`config.mk`:
```
export PLATFORM = sky130hd
export DESIGN_NAME = ula_ctrl
export DESIGN_NICKNAME = d
export VERILOG_FILES = /design/src/rtl/ula_ctrl.sv
export SDC_FILE = /design/constraint.sdc
export NUM_CORES = 1
export LEC_CHECK = 0
export BUFFER_PORTS_ARGS = -buffer_cell sky130_fd_sc_hd__buf_2
export CAP_MARGIN = 10
export CORE_AREA = 2 2 60 62
export DETAILED_ROUTE_END_ITERATION = 10
export DIE_AREA = 0 0 62 64
export PLACE_DENSITY = 0.76
export SETUP_SLACK_MARGIN = 0.4
export SLEW_MARGIN = 20
export SYNTH_ARGS = -nofsm -noshare
export SYNTH_HDL_FRONTEND = slang
export SYNTH_SLANG_ARGS = --single-unit
export TNS_END_PERCENT = 1
```
`constraint.sdc`:
```
create_clock -name clk -period 1.7 [get_ports clk]
set_input_delay 0.17 -clock clk [delete_from_list [all_inputs] [get_ports clk]]
set_output_delay 0.17 -clock clk [all_outputs]
set_load 0.005 [all_outputs]
```
`src/rtl/ula_ctrl.sv`:
```
// ula_ctrl: three-state sequencer (IDLE/EXEC/DONE) wrapped around an external 8-bit ALU.
// Optional status flags res_zero/res_neg are compiled in with `define ULA_CTRL_FLAGS_EN.
module ula_ctrl (
  input  logic       clk,
  input  logic       rst,
  input  logic       cmd_valid,
  output logic       cmd_ready,
  input  logic       cmd_load,
  input  logic [2:0] cmd_op,
  input  logic [7:0] cmd_data,
  output logic [7:0] alu_a,
  output logic [7:0] alu_b,
  output logic [2:0] alu_op,
  input  logic [7:0] alu_x,
  output logic       res_valid,
  input  logic       res_ready,
  output logic [7:0] res_data,
  output logic [7:0] op_count
`ifdef ULA_CTRL_FLAGS_EN
  ,
  output logic       res_zero,
  output logic       res_neg
`endif
);

  localparam logic [1:0] IDLE = 2'd0;
  localparam logic [1:0] EXEC = 2'd1;
  localparam logic [1:0] DONE = 2'd2;

  logic [1:0] state_reg, state_next;
  logic [7:0] acc_reg;
  logic [7:0] opnd_reg;
  logic [2:0] opc_reg;
  logic       load_reg;
  logic [7:0] cnt_reg;
  logic       accept;
  logic [7:0] acc_next;

  assign cmd_ready = (state_reg == IDLE);
  assign accept    = cmd_valid & cmd_ready;
  assign res_valid = (state_reg == DONE);
  assign res_data  = acc_reg;
  assign alu_a     = acc_reg;
  assign alu_b     = opnd_reg;
  assign alu_op    = opc_reg;
  assign op_count  = cnt_reg;

  // Value the accumulator takes at the end of EXEC.
  assign acc_next = load_reg ? opnd_reg : alu_x;

  always_comb begin
    state_next = state_reg;
    case (state_reg)
      IDLE:    if (accept) state_next = EXEC;
      EXEC:    state_next = DONE;
      DONE:    if (res_ready) state_next = IDLE;
      default: state_next = IDLE;
    endcase
  end

  always_ff @(posedge clk or posedge rst) begin
    if (rst) begin
      state_reg <= IDLE;
      acc_reg   <= 8'h00;
      opnd_reg  <= 8'h00;
      opc_reg   <= 3'b000;
      load_reg  <= 1'b0;
      cnt_reg   <= 8'h00;
    end else begin
      state_reg <= state_next;
      if (accept) begin
        load_reg <= cmd_load;
        opc_reg  <= cmd_op;
        opnd_reg <= cmd_data;
      end
      if (state_reg == EXEC) begin
        acc_reg <= acc_next;
        // Loads do not count; the counter sticks at 0xFF.
        if (!load_reg && (cnt_reg != 8'hFF))
          cnt_reg <= cnt_reg + 8'd1;
      end
    end
  end

`ifdef ULA_CTRL_FLAGS_EN
  logic zero_reg, neg_reg;

  always_ff @(posedge clk or posedge rst) begin
    if (rst) begin
      zero_reg <= 1'b0;
      neg_reg  <= 1'b0;
    end else if (state_reg == EXEC) begin
      zero_reg <= (acc_next == 8'h00);
      neg_reg  <= acc_next[7];
    end
  end

  assign res_zero = zero_reg;
  assign res_neg  = neg_reg;
`endif

endmodule

```
==> key figures, run 1 <==
Status
  • Status: completed

Setup path
  • Crit path from: op_count[0]
  • Origin of the critical flop-to-flop path: op_count[0]
  • Worst EP required: ~1.9 ns
  • CP endpoint kind: flop
  • Startpoint types: flop
  • Maximum fanout along the worst path: 6
  • Kind of critical path: flop to flop
  • WP data arrival: 1.87 ns

Timing
  • Post-route setup slack: between 0.03 and 0.04 ns
  • Sum of negative setup slack: 0 ns
  • Count of pins over their slew limit: 0
  • Final Setup Violations: 0
  • Minimum clock period: 1.67 ns
  • F_max: roughly 600 MHz
  • Worst slew margin: about 75%
  • Clock Skew: 0.0186 ns
  • RSZ-0062 raised after global routing: true
  • Hold Violations, Final: 0
  • Fin crit share: 98.1%
  • Worst-Margin Slew: between 0.3 and 0.4 ns

Die
  • Die width: ~62 µm
  • Starting Density: between 40% and 50%
  • Top Ports: between 60 and 70
  • Core ar.: 0.00328 mm²
  • Num rows: 21
  • Die ar.: between 0.003 and 0.004 mm²
  • Die height: 64 µm

Placement
  • Routability cong.: 0.753
  • Inst Count DP: around 210
  • Pre-CTS setup slack: -0.0231 ns
  • IO buf count: 60
  • DPL Wire Length: between 2000 and 2500 µm

Synth
  • Syn. warnings: 0
  • Mapped cell area: about 0.0013 mm²
  • EDFF count, synth: 0
  • Post-synth cell types: 22
  • Synthesized netlist cell count: about 110
  • Syn_area_per_cell: roughly 13 µm²
  • Share of the yosys chip area belonging to registers: 56.4%
  • Syn Nets: roughly 130
  • Synth Flop Type: dfrtp_1
  • Number of synthesized register bits: 30
  • Synth async-reset ratio: 100%

GRT
  • Number of antenna violations at the first check in global routing: 0
  • First-pass GRT wire length: 4490 µm
  • Global route overflow: 0
  • Vias in the first global route: between 900 and 1000
  • Largest net degree at the start of global routing: 31
  • Gr usage total: between 10% and 20%

Clock tree
  • CTS buffer count: 5
  • CTS tree: built
  • H-tree depth: 2
  • Clk slew on worst S/H paths: between 0.1 and 0.15 ns
  • Root Driver: clkbuf_4
  • Max Buffers Root-to-Sink: 2
  • Clock latency on the worst-skew pair: approximately 0.33 ns
  • CTS Sinks: 30

Layout
  • Multi-input gate area: 553 µm²
  • Final nets: about 200
  • P&R area growth vs syn: 37.3%
  • Fin cells: between 200 and 250
  • FF/Latch Area: ~750 µm²
  • N_diodes: 0
  • Share of cells above drive strength 1: between 50 and 60%
  • FILL cells: 301

Power
  • Leakage: 0.982 nW
  • Final Total Pwr: 3.11 mW
  • Net Switching: roughly 1.1 mW
  • Internal Power: around 2.0 mW
  • Max VDD drop: about 0.00063 V
  • Logic pwr share: between 40% and 50%
  • Power Density: ~1700 mW/mm²
  • Flop pwr share: 40.5%
  • Sw Share: between 30% and 40%
  • Clock share of power: between 10% and 20%

Detailed routing
  • DRC viols: 0
  • DR vias: approximately 1000
  • Routed vias/inst: between 4 and 5
  • DR WL/cell: between 10 and 15 µm
  • DRT iter0 DRCs: 18
  • Routed Antenna Nets: 0
  • Detailed Routing Iterations Pass 1: 4
  • Final WL: 3090 µm

Hold path
  • Hold_sp: res_ready
  • Hold WC Path Type: input pin to flop

Run
  • Max_cap viols: 0
## power by group through the flow
stage	logic, mW	registers [mW]	clock network [mW]
final	1.46	1.26	0.391
after detailed placement	1.23	1.26	0
after floorplan	0.737	1.27	0
after global placement	1.20	1.22	0
after global routing	1.62	1.30	0.445
after CTS	1.31	1.24	0.404
## what timing repair did
item | CTS | global route
hold buffers | 1 | 0
gates resized for setup | 4 | 17
endpoints found under the setup margin | 20 | 21
setup buffers | 4 | 0
hold endpoints to repair | 30 | 0
pin swaps | 5 | 7
## metrics by stage
stage | hold slack (ns) | utilization, % | cell area (µm²)
after floorplan | 0.261 | - | 1330
after global placement | 0.253 | 50.4 | 1660
after detailed placement | 0.262 | 50.4 | 1660
after CTS | 0.0207 | 53.7 | 1760
after global routing | 0.0289 | 55.6 | 1830
final | 0.0240 | 55.6 | 1830
## final cells by class
cell class | count | area share, %
tap | 46 | 3.15
clock buffer | 5 | 2.06
timing repair buffer | 72 | 22.4
inverter | 2 | 0.411
sequential | 30 | 41.1
clock inverter | 2 | 0.548
multi-input combinational | 61 | 30.3
## cells in the final DEF (no fill, tap or decap), types with 2 or more instances in the layout
cell / n
and3_4: 2
buf_2: 60
buf_4: 9
clkbuf_4: 5
clkinv_2: 2
dfrtp_1: 30
inv_1: 2
mux2_4: 12
mux2i_1: 8
nand2_1: 9
nand2b_1: 2
nand4_1: 3
o21ai_0: 9
xnor2_1: 4
## Yosys cell counts (2+ instances only)
master,count,share of area [%]
o21ai_0,9,3.4
buf_2,3,1.1
dfrtp_1,30,56
mux2_2,9,7.6
mux2i_1,8,6.0
nand2b_1,2,0.94
mux2_1,4,3.4
nand2_1,10,2.8
xnor2_1,5,3.3
and3_4,2,1.7
inv_1,2,0.56
nor2_1,2,0.56
buf_4,9,5.1
nand4_1,3,1.4
## final timing paths
path | cells past startpoint | slack [ns] | to
worst min register to register | 1 | 0.50 | op_count[6]
max in group asynchronous | 4 | 0.96 | op_count[1]
worst max-delay path | 6 | 0.03 | op_count[3]
worst max register to register | 6 | 0.03 | op_count[3]
min in group asynchronous | 4 | 0.45 | alu_b[0]
worst min-delay path | 2 | 0.02 | state_reg[1]
## routing by layer
metal	up-vias	global-route usage, %	wire, µm
li1	485	-	-
met1	515	16.4	1230
met2	39	27.6	1650
met3	2	6.07	187
met4	0	7.45	27
met5	-	0	0
## kinds of logic after synthesis
group	Yosys count	share of synthesized area [%]
AO/OA/AOI/OAI	12	6.21
multiplexers	21	17.0
flip-flops	30	56.4
XOR/XNOR	6	3.95
AND/OR/NAND/NOR	21	8.37
adder cells (fa/ha/maj)	1	0.941
buffers and inverters	15	7.05
## worst max-delay path: stages (launching register included)
cell      delay, ns
dfrtp_1        0.40
ha_2           0.20
and3_4         0.20
a311oi_4       0.37
buf_4          0.21
nand2_1        0.07
xnor2_1        0.12
No activity file was read; power rests on OpenSTA's default activity.
==> inputs of run 2 (changes only) <==
Settings changed: GPL_TIMING_DRIVEN set to 0.
==> run 2 against run 1 <==
Net effect:
- hold slack gained 0.032 ns
- global-route usage is 0.79 points lower
- fmax increased by 3.8%
- power decreased by 0.83%
- utilization shrank 0.15 points
- critical path type unchanged
- highest routed layer unchanged
==> key figures, run 2 (synthesized netlist as in run 1, its figures left out) <==
Status
  • Status: completed (unchanged)

Detailed routing
  • Detailed Routing Iterations Pass 1: 4 (unchanged)
  • DRT iter0 DRCs: 29 (was 18)
  • Routed vias/inst: 4.57 (was 4.78)
  • Routed Antenna Nets: 0 (unchanged)
  • DR vias: 1041 (unchanged)
  • Final WL: 2780 µm (was 3090 µm)
  • DR WL/cell: 12.2 µm (was 14.2 µm)
  • DRC viols: 0 (unchanged)

Power
  • Leakage: 0.958 nW (was 0.982 nW)
  • Max VDD drop: 0.000812 V (was 0.000630 V)
  • Power Density: 1690 mW/mm² (was 1700 mW/mm²)

Hold path
  • Hold WC Path Type: input pin to flop (unchanged)
  • Hold_sp: res_ready (unchanged)
  • Worst Hold End: state_reg[1] (unchanged)
  • Hold path cells: 2 (unchanged)

Setup path
  • Origin of the critical flop-to-flop path: op_count[1] (was op_count[0])
  • Slowest stage cell on the critical path: dfrtp_1 (unchanged)
  • Startpoint types: flop (unchanged)
  • R2r worst-path depth: 5 (was 6)
  • R2r setup slk: 0.09 ns (was 0.03 ns)
  • Crit-path leading delay family: flip-flops (unchanged)
  • Slowest stage delay, CP: 0.40 ns (about the same)
  • Maximum fanout along the worst path: 8 (was 6)
  • Reg2reg end: op_count[1] (was op_count[3])
  • WP buf/inv: 1 (unchanged)
  • CP endpoint kind: flop (unchanged)
  • Worst EP required: 1.90 ns (was 1.91 ns)
  • Critical path, cell by cell: ha_2, and3_4, a311oi_4, buf_6, mux2_4 (was ha_2, and3_4, a311oi_4, buf_4, nand2_1, xnor2_1)
  • Kind of critical path: flop to flop (unchanged)
  • WP data arrival: 1.81 ns (was 1.87 ns)

Clock tree
  • Clock latency on the worst-skew pair: 0.32 ns (was 0.33 ns)
  • CTS Sinks: 30 (unchanged)
  • Root Driver: clkbuf_4 (unchanged)
  • Max Buffers Root-to-Sink: 2 (unchanged)
  • CTS buffer count: 5 (unchanged)
  • CTS tree: built (unchanged)
  • Clk slew on worst S/H paths: 0.10 ns (was 0.11 ns)
  • H-tree depth: 2 (unchanged)

Timing
  • F_max: 623 MHz (was 600 MHz)
  • Minimum clock period: 1.61 ns (was 1.67 ns)
  • Worst-Margin Slew: 0.615 ns (was 0.382 ns)
  • Final Setup Violations: 0 (unchanged)
  • Fin crit share: 94.5% (was 98.1%)
  • Worst slew margin: 58.9% (was 74.5%)
  • Count of pins over their slew limit: 0 (unchanged)
  • Hold Violations, Final: 0 (unchanged)
  • Sum of negative setup slack: 0 ns (unchanged)
  • Clock Skew: 0.0102 ns (was 0.0186 ns)
  • Hold WS: 0.0561 ns (was 0.0240 ns)
  • Post-route setup slack: 0.0941 ns (was 0.0326 ns)
  • RSZ-0062 raised after global routing: true (unchanged)

Layout
  • N_diodes: 0 (unchanged)
  • FF/Latch Area: 751 µm² (unchanged)
  • Fin cells: 228 (was 218)
  • FILL cells: 298 (was 301)
  • P&R area growth vs syn: 36.9% (was 37.3%)
  • Share of cells above drive strength 1: 55.5% (was 57.0%)
  • Post-layout util: 55.4% (was 55.6%)
  • Commonest non-fill, non-tap cell in the layout: buf_2 (unchanged)
  • Multi-input gate area: 492 µm² (was 553 µm²)
  • Most frequent cells in the layout: buf_2 (63), dfrtp_1 (30), buf_4 (15) (was buf_2 (60), dfrtp_1 (30), mux2_4 (12))
  • Final nets: 206 (was 197)

Die
  • Starting Density: 40.5% (unchanged)
  • Die ar.: 0.00397 mm² (unchanged)
  • Num rows: 21 (unchanged)
  • Top Ports: 61 (unchanged)
  • Die width: 62 µm (unchanged)
  • Die height: 64 µm (unchanged)
  • Core ar.: 0.00328 mm² (unchanged)

Placement
  • Inst Count DP: 212 (was 206)
  • Routability cong.: 0.701 (was 0.753)
  • IO buf count: 60 (unchanged)
  • DPL Wire Length: 2030 µm (was 2080 µm)
  • Pre-CTS setup slack: -0.105 ns (was -0.0231 ns)

GRT
  • Number of antenna violations at the first check in global routing: 0 (unchanged)
  • Vias in the first global route: 987 (was 979)
  • Largest net degree at the start of global routing: 31 (unchanged)
  • Gr usage total: 15.3% (was 16.1%)
  • First-pass GRT wire length: 4420 µm (was 4490 µm)
  • Global route overflow: 0 (unchanged)

Run
  • Max_cap viols: 0 (unchanged)
run 2: changes by cell type in the layout (fill, tap and decap cells not counted), moves of 2 or more:
cell	previous run	this run
buf_2	60	63
mux2_4	12	1
mux2_1	1	3
mux2_2	0	9
buf_4	9	15
clkbuf_1	0	2
run 2: worst max-delay path by stage:
stage           startpoint     endpoint  slack, ns  cells after the start
2_1_floorplan  op_count[0]  op_count[1]       0.04                      4
3_3_place_gp   op_count[0]  op_count[1]      -0.03                      4
3_5_place_dp   op_count[0]  op_count[1]      -0.10                      4
4_1_cts        op_count[1]  op_count[1]        0.1                      5
5_1_grt        op_count[1]  op_count[1]       0.04                      5
6_report       op_count[1]  op_count[1]       0.09                      5
run 2: through the flow:
| step | power (mW) | instance area [µm²] |
|---|---|---|
| after floorplan | 2.01 | 1330 |
| after global placement | 2.50 | 1690 |
| after detailed placement | 2.57 | 1690 |
| after CTS | 3.09 | 1800 |
| after global routing | 3.37 | 1820 |
| final | 3.08 | 1820 |
run 2: what timing repair did:
| action | 4_1_cts | 5_1_grt |
|---|---|---|
| hold endpoints to repair | 0 | 30 |
| gates resized for setup | 2 | 0 |
| endpoints found under the setup margin | 18 | 26 |
| pin swaps | 2 | 0 |
| hold buffers | 0 | 1 |
| setup buffers | 5 | 2 |
run 2: area by class of cell:
| class | count | share of cell area [%] |
|---|---|---|
| Sequential cell | 30 | 41.2 |
| Timing Repair Buffer | 68 | 20.1 |
| Clock inverter | 1 | 0.275 |
| Clock buffer | 7 | 3.02 |
| Multi-Input combinational cell | 61 | 27.0 |
| Inverter | 2 | 0.412 |
| Buffer | 13 | 4.74 |
| Tap cell | 46 | 3.16 |
run 2: report_power, final:
group | switching (mW) | internal, mW | leakage, nW
logic | 0.583 | 0.822 | 0.553
clock network | 0.232 | 0.200 | 0.0353
registers | 0.221 | 1.02 | 0.369
run 2: per-layer routing:
metal	vias up	share of wire [%]	GRT usage (%)
met5	-	0	0
met4	0	1.9	6.38
met3	5	6.3	4.25
met2	41	52	26.3
met1	491	40	16.9
li1	504	-	-
run 2: worst register-to-register path, cell delays in order, from the launching register on:
cell and delay (ns):
dfrtp_1 0.40, ha_2 0.18, and3_4 0.19, a311oi_4 0.25, buf_6 0.17, mux2_4 0.30
==> inputs of run 3 (changes only) <==
Settings changed: CORE_AREA 2 2 60 62 to 2 2 57 59, DIE_AREA 0 0 62 64 to 0 0 59 61, PLACE_DENSITY 0.76 to 0.8.
Clock period 1.7 ns to 1.75 ns, I/O delays scaled along.
==> run 3 against run 2 <==
Net effect:
- cell count fell by 6.6%
- design area shrank 1.7%
- via count decreased by 2.3%
- first-iteration DRC count fell by 17%
- clock skew is 0.0037 ns higher
- power decreased by 4.1%
- critical endpoint unchanged
==> key figures, run 3 (synthesized netlist as in run 1, its figures left out) <==
Status
  • Status: completed (unchanged)

Timing
  • Count of pins over their slew limit: 0 (unchanged)
  • Sum of negative setup slack: 0 ns (unchanged)
  • Worst slew margin: 60.6% (was 58.9%)
  • Clock Skew: 0.0139 ns (was 0.0102 ns)
  • Worst-Margin Slew: 0.590 ns (was 0.615 ns)
  • Hold Violations, Final: 0 (unchanged)
  • Fin crit share: 91.9% (was 94.5%)
  • Final Setup Violations: 0 (unchanged)
  • RSZ-0062 raised after global routing: true (unchanged)
  • Minimum clock period: 1.61 ns (about the same)
  • F_max: 622 MHz (was 623 MHz)

Power
  • Power Density: 1650 mW/mm² (was 1690 mW/mm²)
  • Final Total Pwr: 2.95 mW (was 3.08 mW)
  • Max VDD drop: 0.000809 V (was 0.000812 V)
  • Leakage: 0.948 nW (was 0.958 nW)

Layout
  • P&R area growth vs syn: 34.5% (was 36.9%)
  • Post-layout util: 60.6% (was 55.4%)
  • Final nets: 204 (was 206)
  • Fin cells: 213 (was 228)
  • Share of cells above drive strength 1: 55.0% (was 55.5%)
  • N_diodes: 0 (unchanged)
  • FILL cells: 258 (was 298)
  • Most frequent cells in the layout: buf_2 (63), dfrtp_1 (30), buf_4 (13) (was buf_2 (63), dfrtp_1 (30), buf_4 (15))
  • Commonest non-fill, non-tap cell in the layout: buf_2 (unchanged)

GRT
  • Largest net degree at the start of global routing: 31 (unchanged)
  • First-pass GRT wire length: 4110 µm (was 4420 µm)
  • Gr usage total: 15.9% (was 15.3%)
  • Vias in the first global route: 927 (was 987)
  • Number of antenna violations at the first check in global routing: 0 (unchanged)
  • Global route overflow: 0 (unchanged)

Setup path
  • CP endpoint kind: flop (unchanged)
  • Worst EP required: 1.95 ns (was 1.90 ns)
  • R2r worst-path depth: 5 (unchanged)
  • Kind of critical path: flop to flop (unchanged)
  • R2r setup slk: 0.14 ns (was 0.09 ns)
  • Maximum fanout along the worst path: 8 (unchanged)
  • WP data arrival: 1.81 ns (about the same)
  • Startpoint types: flop (unchanged)

Placement
  • Routability cong.: 0.732 (was 0.701)
  • DPL Wire Length: 2030 µm (about the same)
  • IO buf count: 60 (unchanged)
  • Inst Count DP: 199 (was 212)

Clock tree
  • Root Driver: clkbuf_4 (unchanged)
  • Clk slew on worst S/H paths: 0.09 ns (was 0.10 ns)
  • CTS tree: built (unchanged)
  • Max Buffers Root-to-Sink: 2 (unchanged)
  • H-tree depth: 2 (unchanged)
  • CTS buffer count: 5 (unchanged)
  • CTS Sinks: 30 (unchanged)
  • Clock latency on the worst-skew pair: 0.32 ns (about the same)

Die
  • Die height: 61 µm (was 64 µm)
  • Num rows: 20 (was 21)
  • Starting Density: 45.0% (was 40.5%)
  • Die width: 59 µm (was 62 µm)
  • Top Ports: 61 (unchanged)
  • Core ar.: 0.00295 mm² (was 0.00328 mm²)
  • Die ar.: 0.00360 mm² (was 0.00397 mm²)

Hold path
  • Hold path cells: 2 (unchanged)
  • Hold WC Path Type: input pin to flop (unchanged)

Detailed routing
  • Routed Antenna Nets: 0 (unchanged)
  • DRT iter0 DRCs: 24 (was 29)
  • Final WL: 2670 µm (was 2780 µm)
  • Detailed Routing Iterations Pass 1: 4 (unchanged)
  • DRC viols: 0 (unchanged)
  • DR vias: 1017 (was 1041)
  • Routed vias/inst: 4.77 (was 4.57)
  • DR WL/cell: 12.5 µm (was 12.2 µm)

Run
  • Max_cap viols: 0 (unchanged)
## run 3: what timing repair did
item | 4_1_cts | 5_1_grt
resized for setup | 2 | 0
setup endpoints to repair | 17 | 23
endpoints found under the hold margin | 0 | 30
pin swaps | 1 | 0
hold buffers | 0 | 1
setup buffers | 5 | 0
## run 3: metrics by stage
step | area, µm² | hold WS, ns | setup slack [ns]
floorplan | 1330 | 0.266 | 0.0855
global placement | 1670 | 0.385 | 0.0274
detailed placement | 1670 | 0.377 | -0.00578
CTS | 1780 | 0.0479 | 0.167
global route | 1790 | 0.0416 | 0.0992
finish | 1790 | 0.0573 | 0.141
## run 3: final timing paths
kind	from	endpoint
hold reg to reg	alu_op[2]	alu_op[2]
setup reg to reg	op_count[1]	op_count[1]
max in group asynchronous	rst	alu_b[7]
setup / recovery	op_count[1]	op_count[1]
hold / removal	res_ready	state_reg[1]
min in group asynchronous	rst	op_count[2]
## run 3: final cells by class
type | instances | area (µm²) | area share (%)
Tap cell | 33 | 41.3 | 2.31
Clock inverter | 1 | 5.00 | 0.280
Timing Repair Buffer | 66 | 352 | 19.7
Sequential cell | 30 | 751 | 42.0
Inverter | 2 | 7.51 | 0.420
Multi-Input combinational cell | 61 | 492 | 27.5
Clock buffer | 7 | 55.1 | 3.08
Buffer | 13 | 86.3 | 4.83
## run 3: layer usage
layer | global-route usage, % | routed length, µm
met2 | 27.3 | 1390
met3 | 4.69 | 167
met5 | 0 | 0
met4 | 7.79 | 24
met1 | 18.2 | 1080
## run 3: critical path, cell delays in order, from the launching register on
cell	delay [ns]
dfrtp_1	0.39
ha_2	0.19
and3_4	0.19
a311oi_4	0.26
buf_6	0.17
mux2_4	0.30
## run 3: report_power, final
| group | total, mW | switching, mW | internal (mW) |
|---|---|---|---|
| clock | 0.419 | 0.225 | 0.195 |
| combinational | 1.33 | 0.557 | 0.774 |
| sequential | 1.20 | 0.209 | 0.992 |
